File: src/rtl/outr_handshake.sv
// Output register: buffers characters written by OUT instructions in a small FIFO
// and delivers them one at a time to the output device over a four-phase req/ack link.
module outr_handshake #(
  parameter int WIDTH = 8,
  parameter int DEPTH = 4
) (
  input  logic                   clk,
  input  logic                   rst,
  input  logic [WIDTH-1:0]       Data_IN,
  input  logic                   load,
  output logic                   flag,
  output logic [$clog2(DEPTH):0] count,
  output logic                   ovf,
  input  logic                   ovf_clear,
  output logic [WIDTH-1:0]       Data_OUT,
  output logic                   dev_req,
  input  logic                   dev_ack,
  output logic                   busy
);

  localparam int AW = $clog2(DEPTH);
  localparam int CW = AW + 1;

  typedef enum logic [1:0] {
    IDLE = 2'd0,
    REQ  = 2'd1,
    REL  = 2'd2
  } state_t;

  state_t           state, state_n;
  logic [WIDTH-1:0] mem [DEPTH];
  logic [AW-1:0]    wr_ptr, rd_ptr;
  logic             full, pop, accept, drop, start;

  always_comb begin
    full    = (count == CW'(DEPTH));
    pop     = (state == REQ) && dev_ack;
    // A full FIFO still takes a load when the head leaves in the same cycle.
    accept  = load && (!full || pop);
    drop    = load && !accept;
    state_n = state;
    start   = 1'b0;
    case (state)
      IDLE: if ((count != '0) && !dev_ack) begin
        state_n = REQ;
        start   = 1'b1;
      end
      REQ:     if (dev_ack)  state_n = REL;
      REL:     if (!dev_ack) state_n = IDLE;
      default: state_n = IDLE;
    endcase
  end

  always_ff @(posedge clk or posedge rst) begin
    if (rst) begin
      state    <= IDLE;
      wr_ptr   <= '0;
      rd_ptr   <= '0;
      count    <= '0;
      ovf      <= 1'b0;
      Data_OUT <= '0;
      dev_req  <= 1'b0;
    end else begin
      state   <= state_n;
      dev_req <= (state_n == REQ);
      if (start)  Data_OUT <= mem[rd_ptr];
      if (accept) wr_ptr   <= wr_ptr + 1'b1;
      if (pop)    rd_ptr   <= rd_ptr + 1'b1;
      count <= count + CW'(accept) - CW'(pop);
      if (drop)           ovf <= 1'b1;
      else if (ovf_clear) ovf <= 1'b0;
    end
  end

  // Storage needs no reset: pointers and count define which entries are live.
  always_ff @(posedge clk) begin
    if (accept) mem[wr_ptr] <= Data_IN;
  end

  assign flag = !full;
  assign busy = (state != IDLE);

endmodule

File: config.mk
export PLATFORM = sky130hd
export DESIGN_NAME = outr_handshake
export DESIGN_NICKNAME = d
export VERILOG_FILES = /design/src/rtl/outr_handshake.sv
export SDC_FILE = /design/constraint.sdc
export NUM_CORES = 1
export LEC_CHECK = 0
export ABC_CLOCK_PERIOD_IN_PS = 3150
export BUFFER_PORTS_ARGS = -buffer_cell sky130_fd_sc_hd__buf_2
export CAP_MARGIN = 0
export CORE_MARGIN = 2
export CORE_UTILIZATION = 56
export DETAILED_ROUTE_END_ITERATION = 8
export GPL_TIMING_DRIVEN = 0
export PLACE_DENSITY = 0.77
export SLEW_MARGIN = 20
export SYNTH_ARGS = -nofsm -noshare
export SYNTH_HDL_FRONTEND = slang
export SYNTH_SLANG_ARGS = --single-unit
File: constraint.sdc
create_clock -name clk -period 3.15 [get_ports clk]
set_clock_uncertainty 0.1 [all_clocks]
set_input_delay 0.4725 -clock clk [delete_from_list [all_inputs] [get_ports clk]]
set_output_delay 0.4725 -clock clk [all_outputs]
set_load 0.05 [all_outputs]
Word level (Yosys, flattened, before mapping). Memories as Yosys holds them, arrays and structs flattened. A register that Yosys moved wholly into a read port is not among the register bits. Index checks and enable logic that the tools add are counted.

Bits in registers: 11. Memory bits (writable): 32. Output and inout port bits: 15. Memories: 1.

Add/sub/neg operators: 4. Equality and inequality tests: 4. Mux-type cells: 10. Reductions and logical operators: 12.

Memories: mem (depth 4, width 8, read ports 1, clocked after memory_dff 1, write ports 1, RTL line 31) `logic [WIDTH-1:0] mem [DEPTH];`.

Operator list (count): $mux 1 (6); $mux 2 (3); $pmux 2 s3 (1); $add 2x1->2 const B (2); $eq 2x1->1 const B (2); $logic_and 1x1->1 (4); $reduce_bool 2->1 (2); $add 3x1->3 (1); $eq 3x3->1 const B (1); $logic_not 1->1 (3); $reduce_bool 3->1 (1); $sub 3x1->3 (1); $eq 2x2->1 const B (1); $logic_not 2->1 (1); $logic_or 1x1->1 (1).

Logic depth before layout (Yosys ltp).
Depth in word-level cells: 7. Depth in mapped cells: 10. Depth with buffers taken out: 9.

Worst setup path before layout. Ideal clock, no wire load.

Path kind: reg-to-reg. From: reg count[2]. To: reg count[2]. Arrival: 2.648 ns. Required time: 2.908 ns. Setup slack: 0.261 ns. Stages on the path, launching flop included: 10. Path through: dfrtp_1 or3b_1 o21a_4 inv_1 ha_1 inv_1 ha_1 fa_1 xor2_1 xnor2_1.

Longest elaborated chain between the ends: 6.

RTL lines: from (decl) (RTL line 12) `output logic [$clog2(DEPTH):0] count,`; from (signal assigned) (RTL line 69) `count <= count + CW'(accept) - CW'(pop);`; $eq 3x3->1 (RTL line 36) `full = (count == CW'(DEPTH));`; $logic_not 1->1; named net flag (RTL line 11) `output logic flag,`; $logic_or 1x1->1 (RTL line 39) `accept = load && (!full || pop);`; $logic_and 1x1->1 (RTL line 39); $add 3x1->3 (RTL line 69); $sub 3x1->3 (RTL line 69).

The timed path passes the listed nets, and every way through them passes these cells. A chain may end at the register's enable or synchronous reset.

Worst setup path after layout.
From: reg state[1]. To: reg count[2].

Longest elaborated chain between the ends: 6.

RTL lines: from (decl) (RTL line 30) `state_t state, state_n;`; from (signal assigned) (RTL line 64) `state <= state_n;`; $eq 2x1->1 * (RTL line 37) `pop = (state == REQ) && dev_ack;`; $logic_and 1x1->1 * (RTL line 37); $logic_or 1x1->1 (RTL line 39); $logic_and 1x1->1 (RTL line 39); $add 3x1->3 (RTL line 69); $sub 3x1->3 * (RTL line 69).

Every way passes the cells marked *; elsewhere a longest branch is shown, timed or not.

==> flow_metrics.tcl <==
set metrics [dict create \
    netlist_area_mm2 0.00206 \
    die_area_mm2 0.00417 \
    n_fill_cell 277 \
    vias_per_cell 5.24 \
    tritoncts "yes" \
    final.setup.tns_ns 0 \
    synth_cells 109 \
    cts.sinks 51 \
    via_count 1007 \
    synth.distinct_cells 24 \
    rsz0062_at_grt "false" \
    drive_above_1_share_pct 41.7 \
    cp_data_required_time_ns 3.23 \
    dr.first_iter.drc_count 38 \
    ys_warn_count 0 \
    hold_viol 0 \
    diodes 0 \
    tightest_slew_ns 0.787 \
    finalSetupViolCount 0 \
    cts_setup_buffers 0 \
    first_global_vias 1093 \
    hp-class "in2async" \
    cts_resized 0 \
    ys_seq_area_share_pct 69.9 \
    drv_cap 0 \
    syn_nets 129 \
    grt_overflow_total 0 \
    fin_nets 163 \
    gp_congestion 0.685 \
    synth_seq_cells 51 \
    leakagePower_nw 0.945 \
    fin_crit_sh_pct 78.7 \
    fin_area_mm2 0.00236 \
    wl_um 3260 \
    status "completed" \
    clk_pin_slew_worst_paths_ns 0.09 \
    cts_buffers 5 \
    clk_latency_ns 0.29 \
    synth_edf_count 32 \
    startpoint_type "register" \
    syn_area_per_cell_um2 18.9 \
    async_reset_ff_share_pct 37.3 \
    regArea_mm2 0.00144 \
    synthTopCellsByArea "edfxtp_1, dfrtp_1, mux4_2, mux2_2, ha_1" \
    cts_buffer_depth 2 \
    ir_drop_mv 0.412 \
    drt-pass1-iter-count 5 \
    worstPathArrival_ns 2.56 \
    yosysTopAreaCell "edfxtp_1" \
    cts-htree-levels 2 \
    antenna_found_initial 0 \
    die_width_um 64.6 \
    critPathCaptureType "register" \
    maxSlewViolCount 0 \
    relSlewSlack_pct 47.5 \
    hpwlAfterDp_um 2250 \
    clock.fmax_ghz 0.403 \
    std_cell_rows 22 \
    hold_buffers 0 \
    ant_nets 0 \
    ys.flop_type "edfxtp_1" \
    crit_fanout 7 \
    power_density_mw_per_mm2 1040 \
    layout_common_cells "edfxtp_1, buf_2, dfrtp_1" \
    multi_input_area_um2 562 \
    dieHeight_um 64.6 \
    period_minus_slack_ns 2.48 \
    grt_max_degree 20 \
    core_mm2 0.00361 \
    drc 0 \
    synthToLayoutAreaGrowth_pct 14.7 \
    port_buffers 27 \
    start_util_pct 57.0 \
    grt_pass1_wl_um 5380 \
    yosysTopAreaCellShare_pct 46.7 \
    layout_commonest_cell "edfxtp_1" \
    cts_root_buf "clkbuf_8" \
    wl_per_cell_um 17.0 \
    placed_area_mm2 0.00225 \
    groute.usage.overall_pct 18.0 \
    ios 28 \
    criticalPathCategory "reg2reg" \
]
==> final cells by class <==
cell class | count | area share [%]
Buffer | 3 | 0.849
Clock buffer | 5 | 2.92
Clock inverter | 3 | 1.64
Inverter | 10 | 1.59
Multi-Input combinational cell | 45 | 23.8
Sequential cell | 51 | 60.9
Tap cell | 48 | 2.55
Timing Repair Buffer | 27 | 5.73
==> metal layers <==
| metal | track usage (%) | up-vias | part of all wire (%) |
|---|---|---|---|
| li1 | - | 466 | - |
| met5 | 0 | - | 0 |
| met2 | 31.9 | 14 | 55 |
| met1 | 22.5 | 522 | 42 |
| met4 | 4.79 | 0 | 1.0 |
| met3 | 4.17 | 5 | 2.5 |
==> flip-flops by register name (all words and copies together), names as in the netlist <==
register  count
dev_req       1
state         2
Data_OUT      8
rd_ptr        2
count         3
mem          32
ovf           1
wr_ptr        2
==> where the power goes <==
part / internal, mW / total [mW] / switching, mW
clock network: 0.232 / 0.427 / 0.195
registers: 0.923 / 1.03 / 0.103
logic: 0.367 / 1.00 / 0.634
==> cells by family after synthesis <==
family | after synthesis | share of synthesized area [%]
AOI/OAI and AO/OA | 4 | 1.89
muxes | 17 | 13.9
DFF | 51 | 69.9
buffers and inverters | 13 | 2.80
adders and majority gates | 7 | 4.63
and+or+nand+nor | 11 | 4.38
xor gates and xnor gates | 6 | 2.56
==> Yosys cell counts, drive strengths merged, types with 2 or more instances <==
cell type / number
and2: 5
xor2: 3
a211oi: 2
mux4: 8
ha: 6
dfrtp: 19
xnor2: 3
inv: 10
mux2: 9
buf: 3
edfxtp: 32
==> critical path: stages (launching register included) <==
cell and delay [ns]:
dfrtp_1 0.47, and3b_1 0.27, buf_6 0.12, o21a_4 0.17, inv_1 0.05, ha_1 0.27
inv_1 0.05, ha_1 0.19, fa_1 0.38, xor2_1 0.16, xnor2_1 0.13
==> path summary, 6_finish.rpt <==
check	from	endpoint	slack, ns	cells after the start
worst max-delay path	state[1]	count[2]	0.67	10
min in group clk	ovf_clear	ovf	0.26	2
worst min register to register	Data_OUT[1]	Data_OUT[1]	0.41	1
worst max register to register	state[1]	count[2]	0.67	10
worst min-delay path	rst	Data_OUT[2]	0.21	2
max in group asynchronous	rst	wr_ptr[0]	2.25	2
==> through the flow <==
stage | total power [mW] | hold WS [ns] | setup WS [ns] | cells | utilization, %
2_1_floorplan | 1.81 | 0.324 | 0.261 | 109 | -
3_3_place_gp | 2.00 | 0.386 | 0.678 | 184 | 62.4
3_5_place_dp | 2.06 | 0.392 | 0.589 | 184 | 62.4
4_1_cts | 2.48 | 0.245 | 0.666 | 192 | 65.4
5_1_grt | 2.59 | 0.249 | 0.580 | 192 | 65.4
6_report | 2.45 | 0.213 | 0.671 | 192 | 65.4
(Power assumes the default switching activity.)
